### src/rtl/ysyx_23060187_arbiter_if.sv
// ysyx_23060187_arbiter_if: bus bundle between the IFU, the LSU, the shared memory port and the arbiter.
// Requester side: ifu_req_valid/ready, ifu_addr, ifu_resp_valid, ifu_rdata and
//   lsu_req_valid/ready, lsu_addr, lsu_wen, lsu_wdata, lsu_wmask, lsu_resp_valid, lsu_rdata.
// Memory side: mem_req_valid/ready, mem_addr, mem_wen, mem_wdata, mem_wmask, mem_resp_valid, mem_rdata.
// owner: requester of the current or last grant (0 = IFU, 1 = LSU).
// slave is the arbiter's view; master is the view of the requesters plus memory around it.
interface ysyx_23060187_arbiter_if #(
  parameter int ADDR_W = 32,
  parameter int DATA_W = 32
);
  logic              ifu_req_valid;
  logic              ifu_req_ready;
  logic [ADDR_W-1:0] ifu_addr;
  logic              ifu_resp_valid;
  logic [DATA_W-1:0] ifu_rdata;
  logic              lsu_req_valid;
  logic              lsu_req_ready;
  logic [ADDR_W-1:0] lsu_addr;
  logic              lsu_wen;
  logic [DATA_W-1:0] lsu_wdata;
  logic [7:0]        lsu_wmask;
  logic              lsu_resp_valid;
  logic [DATA_W-1:0] lsu_rdata;
  logic              mem_req_valid;
  logic              mem_req_ready;
  logic [ADDR_W-1:0] mem_addr;
  logic              mem_wen;
  logic [DATA_W-1:0] mem_wdata;
  logic [7:0]        mem_wmask;
  logic              mem_resp_valid;
  logic [DATA_W-1:0] mem_rdata;
  logic              owner;
  modport slave (
    input  ifu_req_valid, ifu_addr, lsu_req_valid, lsu_addr, lsu_wen, lsu_wdata, lsu_wmask,
           mem_req_ready, mem_resp_valid, mem_rdata,
    output ifu_req_ready, ifu_resp_valid, ifu_rdata, lsu_req_ready, lsu_resp_valid, lsu_rdata,
           mem_req_valid, mem_addr, mem_wen, mem_wdata, mem_wmask, owner
  );
  modport master (
    output ifu_req_valid, ifu_addr, lsu_req_valid, lsu_addr, lsu_wen, lsu_wdata, lsu_wmask,
           mem_req_ready, mem_resp_valid, mem_rdata,
    input  ifu_req_ready, ifu_resp_valid, ifu_rdata, lsu_req_ready, lsu_resp_valid, lsu_rdata,
           mem_req_valid, mem_addr, mem_wen, mem_wdata, mem_wmask, owner
  );
endinterface

### src/rtl/ysyx_23060187_arbiter.sv
// ysyx_23060187_arbiter: round-robin arbiter sharing one memory port between IFU and LSU, one transaction in flight.
// Ports: clk (rising edge), rst (asynchronous, active low), bus (ysyx_23060187_arbiter_if.slave).
module ysyx_23060187_arbiter #(
  parameter int ADDR_W = 32,
  parameter int DATA_W = 32
) (
  input logic                    clk,
  input logic                    rst,
  ysyx_23060187_arbiter_if.slave bus
);
  typedef enum logic [1:0] {IDLE, ISSUE, WAIT} state_t;
  state_t            state, state_nx;
  logic              last_grant, owner_q, wen_q;
  logic [ADDR_W-1:0] addr_q;
  logic [DATA_W-1:0] wdata_q;
  logic [7:0]        wmask_q;
  logic              grant, pick_lsu, ack;
  // Grants and responses are gated by state and reset so that every output is 0 while rst is low.
  always_comb begin
    pick_lsu           = bus.lsu_req_valid & (~bus.ifu_req_valid | ~last_grant);
    grant              = rst & (state == IDLE) & (bus.ifu_req_valid | bus.lsu_req_valid);
    ack                = (state == WAIT) & bus.mem_resp_valid;
    state_nx           = grant ? ISSUE : (state == ISSUE && bus.mem_req_ready) ? WAIT : ack ? IDLE : state;
    bus.ifu_req_ready  = grant & ~pick_lsu;
    bus.lsu_req_ready  = grant & pick_lsu;
    bus.mem_req_valid  = state == ISSUE;
    bus.mem_addr       = addr_q;
    bus.mem_wen        = wen_q;
    bus.mem_wdata      = wdata_q;
    bus.mem_wmask      = wmask_q;
    bus.ifu_resp_valid = ack & ~owner_q;
    bus.lsu_resp_valid = ack & owner_q;
    bus.ifu_rdata      = (ack & ~owner_q) ? bus.mem_rdata : '0;
    bus.lsu_rdata      = (ack & owner_q) ? bus.mem_rdata : '0;
    bus.owner          = owner_q;
  end
  always_ff @(posedge clk or negedge rst) begin
    if (!rst) state <= IDLE;
    else state <= state_nx;
  end
  // Request fields are captured at the grant so a requester may drop valid once accepted.
  always_ff @(posedge clk or negedge rst) begin
    if (!rst) begin
      last_grant <= 1'b1;
      owner_q    <= 1'b0;
      addr_q     <= '0;
      wen_q      <= 1'b0;
      wdata_q    <= '0;
      wmask_q    <= '0;
    end else if (grant) begin
      last_grant <= pick_lsu;
      owner_q    <= pick_lsu;
      addr_q     <= pick_lsu ? bus.lsu_addr : bus.ifu_addr;
      wen_q      <= pick_lsu & bus.lsu_wen;
      wdata_q    <= pick_lsu ? bus.lsu_wdata : '0;
      wmask_q    <= pick_lsu ? bus.lsu_wmask : '0;
    end
  end
endmodule

### src/flat_wrapper.sv
// flat-port wrapper written by rule: the top's interface ports become plain ports
module ysyx_23060187_arbiter_flat 
#(
  parameter int ADDR_W = 32,
  parameter int DATA_W = 32
)
  (clk, rst, bus_ifu_req_valid, bus_ifu_addr, bus_lsu_req_valid, bus_lsu_addr, bus_lsu_wen, bus_lsu_wdata, bus_lsu_wmask, bus_mem_req_ready, bus_mem_resp_valid, bus_mem_rdata, bus_ifu_req_ready, bus_ifu_resp_valid, bus_ifu_rdata, bus_lsu_req_ready, bus_lsu_resp_valid, bus_lsu_rdata, bus_mem_req_valid, bus_mem_addr, bus_mem_wen, bus_mem_wdata, bus_mem_wmask, bus_owner);
  ysyx_23060187_arbiter_if #(.ADDR_W(ADDR_W), .DATA_W(DATA_W)) bus_i ();
  input logic clk;
  input logic rst;
  input wire logic [$bits(bus_i.ifu_req_valid)-1:0] bus_ifu_req_valid;
  input wire logic [$bits(bus_i.ifu_addr)-1:0] bus_ifu_addr;
  input wire logic [$bits(bus_i.lsu_req_valid)-1:0] bus_lsu_req_valid;
  input wire logic [$bits(bus_i.lsu_addr)-1:0] bus_lsu_addr;
  input wire logic [$bits(bus_i.lsu_wen)-1:0] bus_lsu_wen;
  input wire logic [$bits(bus_i.lsu_wdata)-1:0] bus_lsu_wdata;
  input wire logic [$bits(bus_i.lsu_wmask)-1:0] bus_lsu_wmask;
  input wire logic [$bits(bus_i.mem_req_ready)-1:0] bus_mem_req_ready;
  input wire logic [$bits(bus_i.mem_resp_valid)-1:0] bus_mem_resp_valid;
  input wire logic [$bits(bus_i.mem_rdata)-1:0] bus_mem_rdata;
  output wire logic [$bits(bus_i.ifu_req_ready)-1:0] bus_ifu_req_ready;
  output wire logic [$bits(bus_i.ifu_resp_valid)-1:0] bus_ifu_resp_valid;
  output wire logic [$bits(bus_i.ifu_rdata)-1:0] bus_ifu_rdata;
  output wire logic [$bits(bus_i.lsu_req_ready)-1:0] bus_lsu_req_ready;
  output wire logic [$bits(bus_i.lsu_resp_valid)-1:0] bus_lsu_resp_valid;
  output wire logic [$bits(bus_i.lsu_rdata)-1:0] bus_lsu_rdata;
  output wire logic [$bits(bus_i.mem_req_valid)-1:0] bus_mem_req_valid;
  output wire logic [$bits(bus_i.mem_addr)-1:0] bus_mem_addr;
  output wire logic [$bits(bus_i.mem_wen)-1:0] bus_mem_wen;
  output wire logic [$bits(bus_i.mem_wdata)-1:0] bus_mem_wdata;
  output wire logic [$bits(bus_i.mem_wmask)-1:0] bus_mem_wmask;
  output wire logic [$bits(bus_i.owner)-1:0] bus_owner;
  assign bus_i.ifu_req_valid = bus_ifu_req_valid;
  assign bus_i.ifu_addr = bus_ifu_addr;
  assign bus_i.lsu_req_valid = bus_lsu_req_valid;
  assign bus_i.lsu_addr = bus_lsu_addr;
  assign bus_i.lsu_wen = bus_lsu_wen;
  assign bus_i.lsu_wdata = bus_lsu_wdata;
  assign bus_i.lsu_wmask = bus_lsu_wmask;
  assign bus_i.mem_req_ready = bus_mem_req_ready;
  assign bus_i.mem_resp_valid = bus_mem_resp_valid;
  assign bus_i.mem_rdata = bus_mem_rdata;
  assign bus_ifu_req_ready = bus_i.ifu_req_ready;
  assign bus_ifu_resp_valid = bus_i.ifu_resp_valid;
  assign bus_ifu_rdata = bus_i.ifu_rdata;
  assign bus_lsu_req_ready = bus_i.lsu_req_ready;
  assign bus_lsu_resp_valid = bus_i.lsu_resp_valid;
  assign bus_lsu_rdata = bus_i.lsu_rdata;
  assign bus_mem_req_valid = bus_i.mem_req_valid;
  assign bus_mem_addr = bus_i.mem_addr;
  assign bus_mem_wen = bus_i.mem_wen;
  assign bus_mem_wdata = bus_i.mem_wdata;
  assign bus_mem_wmask = bus_i.mem_wmask;
  assign bus_owner = bus_i.owner;
  ysyx_23060187_arbiter #(.ADDR_W(ADDR_W), .DATA_W(DATA_W)) u_core (.clk(clk), .rst(rst), .bus(bus_i));
endmodule
### config.mk
export PLATFORM = sky130hd
export DESIGN_NAME = ysyx_23060187_arbiter_flat
export DESIGN_NICKNAME = d
export VERILOG_FILES = /design/src/rtl/ysyx_23060187_arbiter_if.sv /design/src/rtl/ysyx_23060187_arbiter.sv /design/src/flat_wrapper.sv
export SDC_FILE = /design/constraint.sdc
export NUM_CORES = 1
export LEC_CHECK = 0
export CORE_MARGIN = 1.5
export CORE_UTILIZATION = 23
export CTS_CLUSTER_SIZE = 30
export DETAILED_ROUTE_END_ITERATION = 8
export MAX_ROUTING_LAYER = met4
export PLACE_DENSITY_LB_ADDON = 0.15
export SLEW_MARGIN = 20
export SYNTH_ARGS = -nofsm -noshare
export SYNTH_HDL_FRONTEND = slang
export SYNTH_SLANG_ARGS = --single-unit
### constraint.sdc
create_clock -name clk -period 4.7 [get_ports clk]
set_clock_uncertainty 0.2 [all_clocks]
set_input_delay 0.94 -clock clk [delete_from_list [all_inputs] [get_ports clk]]
set_output_delay 0.94 -clock clk [all_outputs]
set_load 0.1 [all_outputs]
# ---- After elaboration in Yosys (flattened, before gate mapping)
# Index checks and enable logic that the tools add are counted.
# W data, S select, Z words.
dict set report word_totals {
  register_bits 77
  mem_bits_rw 0
  output_inout_bits 143
  latchBits 0
  in_bits 143
  wordCells 35
  romBits 0
  mem_count 0
}
dict set report classes {
  n_reduce_logical 3
  mul 0
  mux 8
  eq_ne 2
  bitwise_logic 15
  add_sub_neg 0
  n_shift 0
  n_lt_le_gt_ge 0
  div 0
}
# cell count
set op_table {}
lappend op_table {{$mux W32} 4}
lappend op_table {{$and A1 B1 Y1} 9}
lappend op_table {{$mux W8} 1}
lappend op_table {{$mux W2} 3}
lappend op_table {{$not A1 Y1} 4}
lappend op_table {{$reduce_bool A3 Y1} 1}
lappend op_table {{$eq A2 B1 Y1 const B} 1}
lappend op_table {{$eq A2 B2 Y1 const B} 1}
lappend op_table {{$logic_not A2 Y1} 1}
lappend op_table {{$or A1 B1 Y1} 2}
lappend op_table {{$logic_and A1 B1 Y1} 1}

# ---- Depth between registers and ports, before layout
dict set report depth {
  ltp_word 5
  ltp_mapped 5
  mapped_depth_nobuf 3
}

# ---- Worst setup path after synthesis
# No wires, ideal clock.
dict set report synth_path {
  kind {flip-flop to output port}
  startpoint {register u_core.owner_q (netlist: u_core.bus.owner)}
  endpoint {output bus_lsu_rdata[22]}
  path_stages_with_launch 5
  n_path_buf 1
  t_arrival_ps 3248
  path_slack_ps 312
  required_time_ps 3560
  cell_sequence {dfrtp_1 inv_1 nor3_2 clkbuf_1 and2_1}
}
dict set report synth_between {
  elab_chain_len 2
}
# element line
set synth_lines {}
lappend synth_lines {{start, declared} ysyx_23060187_arbiter.sv:13} ;# logic last_grant, owner_q, wen_q;
lappend synth_lines {{start signal, assigned} ysyx_23060187_arbiter.sv:52} ;# owner_q <= pick_lsu;
lappend synth_lines {{$and A1 B1 Y1} --}
lappend synth_lines {{net bus_lsu_resp_valid} flat_wrapper.sv:25} ;# output wire logic [$bits(bus_i.lsu_resp_valid)-1:0] bus_lsu_resp_valid;
lappend synth_lines {{$mux W32} ysyx_23060187_arbiter.sv:34} ;# bus.lsu_rdata = (ack & owner_q) ? bus.mem_rdata : '0;
lappend synth_lines {{end, declared} flat_wrapper.sv:26} ;# output wire logic [$bits(bus_i.lsu_rdata)-1:0] bus_lsu_rdata;
# The timed path passes the listed nets, and every way through them passes these cells.

# ---- Worst setup path after layout
dict set report layout_path {
  startpoint {input bus_mem_resp_valid}
  endpoint {output bus_lsu_rdata[5]}
}
dict set report layout_between {
  elab_chain_len 3
}
# element line
set layout_lines {}
lappend layout_lines {{start, declared} flat_wrapper.sv:19} ;# input wire logic [$bits(bus_i.mem_resp_valid)-1:0] bus_mem_resp_valid;
lappend layout_lines {{$and A1 B1 Y1} ysyx_23060187_arbiter.sv:22} ;# ack = (state == WAIT) & bus.mem_resp_valid;
lappend layout_lines {{$and A1 B1 Y1} ysyx_23060187_arbiter.sv:34}
lappend layout_lines {{$mux W32} ysyx_23060187_arbiter.sv:34}
# Every way passes these cells.

==> flow_summary.toml <==
[run_status]
status = "finished, final reports clean"

[grt]
antenna_found_initial = 1
grt_pass1_wl_um = 24500
grt_pass1_vias = 4175
grt_use_total_pct = 18.2
gr-total-overflow = 0
grt_max_degree = 46

[setup_path]
end_kind = "output pin"
critical_path_class = "in2out"
cpPeakStageDelay_ns = 0.47
cp_slowest_cell = "clkdlybuf4s50_1"
cp_cell_sequence = "clkdlybuf4s50_1 > nand2_1 > nor3_2 > buf_4 > and2_1 > buf_12"
critPathBufInv = 3
worstPathRequired_ns = 3.56
crit_family = "buffers and inverters"
cp_max_fo = 33
worst_setup_path_start_kind = "input port"
worstPathArrival_ns = 2.37

[yosys]
synth_area_mm2 = 0.00396
yosys_warnings = 0
async_flop_share_pct = 100
ys.flop_type = "dfrtp_1"
syn_area_per_cell_um2 = 10.1
synth_edf_count = 0
synth_cell_types = 22
synthesis.nets = 535
synth_seq_area_share_pct = 48.7
synth_area_leader_cell = "dfrtp_1"
netlist_top_cells_count = "76 x dfrtp_1, 64 x and2_1, 47 x inv_1, 47 x o21ai_0, 41 x nand4_1"
ys_seq_elements = 77
netlist_instances = 392
yosys.cell_count.top_type = "dfrtp_1"
synth_area_leaders = "dfrtp_1 48%, and2_1 10%, a2bb2oi_2 7.6%"
synth_top_area_share_pct = 48.1

[route]
ant_nets = 0
drtIter0Drc = 151
drc = 0
wl_per_cell_um = 18.6
dr.pass1.iters = 4
num_vias = 4097
wl_um = 16400
vias_per_cell = 4.64

[sta]
slew-limit-headroom_pct = 29.4
tightest_slew_ns = 1.05
period_share_pct = 74.8
setup_violations = 0
hold_violations = 0
period_needed_ns = 3.51
tns_ns = 0
fmax_mhz = 285
slew_violations = 0
rsz0062_at_grt = "false"

[cells_and_area]
final_cells = 883
final_nets = 800
drive_gt1_share_pct = 18.3
areaGrowthSynthToFinish_pct = 102

[min_path]
min_path_type = "reg2reg"

[power_and_ir_drop]
p_per_area_mw_per_mm2 = 751
max-vdd-ir-drop_mv = 0.408
p_leak_nw = 3.16

[placement]
portBuffers = 285
dp_hpwl_um = 12600
globalplace.congestion = 0.899
place_inst = 866

[clock_network]
numCtsBuffers = 9
cts_tree = "yes"
clkTransAtPathRegs_ns = 0.05
cts_resized = 0
clk_latency_ns = 0.32
clock_sinks = 77
hold_buffers = 0
htree_levels = 3
cts_root_buffer = "clkbuf_16"
clock_path_buffers = 2
post_cts_buffers = 0

[die]
row_count = 47
dieArea_mm2 = 0.0180
die_w_um = 134
die-height_um = 134
initial_core_util_pct = 23.7
pin_count = 286
coreArea_mm2 = 0.0167

[flow_run]
maxCapViolCount = 0
==> area by class of cell <==
cell class,instances,area (um2)
diodes,1,2.50
repair buffers,294,3610
clock inverters,5,57.6
well taps,220,275
clock buffers,11,253
flip-flops and latches,77,1930
inverters,47,176
fillers,1557,8730
multi-input cells,228,1670
==> routing by layer <==
| layer | share of wire [%] | vias up | track usage, % |
|---|---|---|---|
| met5 | 0 | - | - |
| met4 | 1.2 | 0 | 3.82 |
| met3 | 6.7 | 11 | 4.46 |
| li1 | - | 1936 | - |
| met1 | 41 | 1963 | 21.6 |
| met2 | 51 | 187 | 31.1 |
==> cells by family (layout without fill, tap and decap cells) <==
kind of cell	after synthesis	count (layout)	synth area share (%)
AND/OR/NAND/NOR	114	114	18.2
flip-flops	77	77	48.7
buffers and inverters	87	357	9.26
other	0	1	0
AO/OA/AOI/OAI	114	114	23.8
==> through the flow <==
| step | total power, W | hold slack (ns) | util (%) | instance area, um2 | setup slack [ns] |
|---|---|---|---|---|---|
| 2_1_floorplan | 0.00413 | 0.273 | - | 3960 | 0.312 |
| 3_3_place_gp | 0.00529 | 0.293 | 45.9 | 7660 | 1.18 |
| 3_5_place_dp | 0.00532 | 0.315 | 45.9 | 7660 | 1.17 |
| 4_1_cts | 0.00605 | 0.328 | 47.7 | 7970 | 1.17 |
| 5_1_grt | 0.00621 | 0.341 | 47.8 | 7980 | 1.10 |
| 6_report | 0.00599 | 0.323 | 47.8 | 7980 | 1.19 |
==> cell usage in the layout, fill, tap and decap left out, types with 2 or more instances in the layout <==
master,count
a2bb2oi_1,12
a2bb2oi_2,20
and2_1,64
buf_12,69
buf_4,9
clkbuf_16,9
clkbuf_8,2
clkdlybuf4s50_1,216
clkinv_2,2
dfrtp_1,76
inv_1,47
nand2_1,3
nand4_1,41
nor3_2,2
o21ai_0,47
o32ai_1,32
==> path summary, 6_finish.rpt <==
| check | from | endpoint | slack, ns | cells past startpoint |
|---|---|---|---|---|
| max reg2reg | u_core.state[0] | u_core.bus.mem_addr[0] | 2.11 | 5 |
| min reg2reg | u_core.bus.mem_addr[21] | u_core.bus.mem_addr[21] | 0.32 | 1 |
| min in group asynchronous | rst | u_core.bus.mem_addr[2] | 0.46 | 2 |
| max in group asynchronous | rst | u_core.bus.mem_wdata[16] | 2.87 | 3 |
| min | u_core.bus.mem_addr[21] | u_core.bus.mem_addr[21] | 0.32 | 1 |
| max | bus_mem_resp_valid | bus_lsu_rdata[5] | 1.19 | 6 |
==> state kept, by name (all words and copies together) (netlist names) <==
name and flops:
u_core.bus.mem_wen 1, u_core.bus.mem_wdata 32, u_core.bus.owner 1, u_core.last_grant 1, u_core.state 2, u_core.bus.mem_addr 32
u_core.bus.mem_wmask 8
==> power breakdown <==
group | switching, W | total (W) | internal, W | leakage [nW]
registers | 0.000174 | 0.00112 | 0.000941 | 0.930
logic | 0.00306 | 0.00416 | 0.00110 | 2.07
clock network | 0.000269 | 0.000710 | 0.000441 | 0.156
No activity file was read; power rests on OpenSTA's default activity.
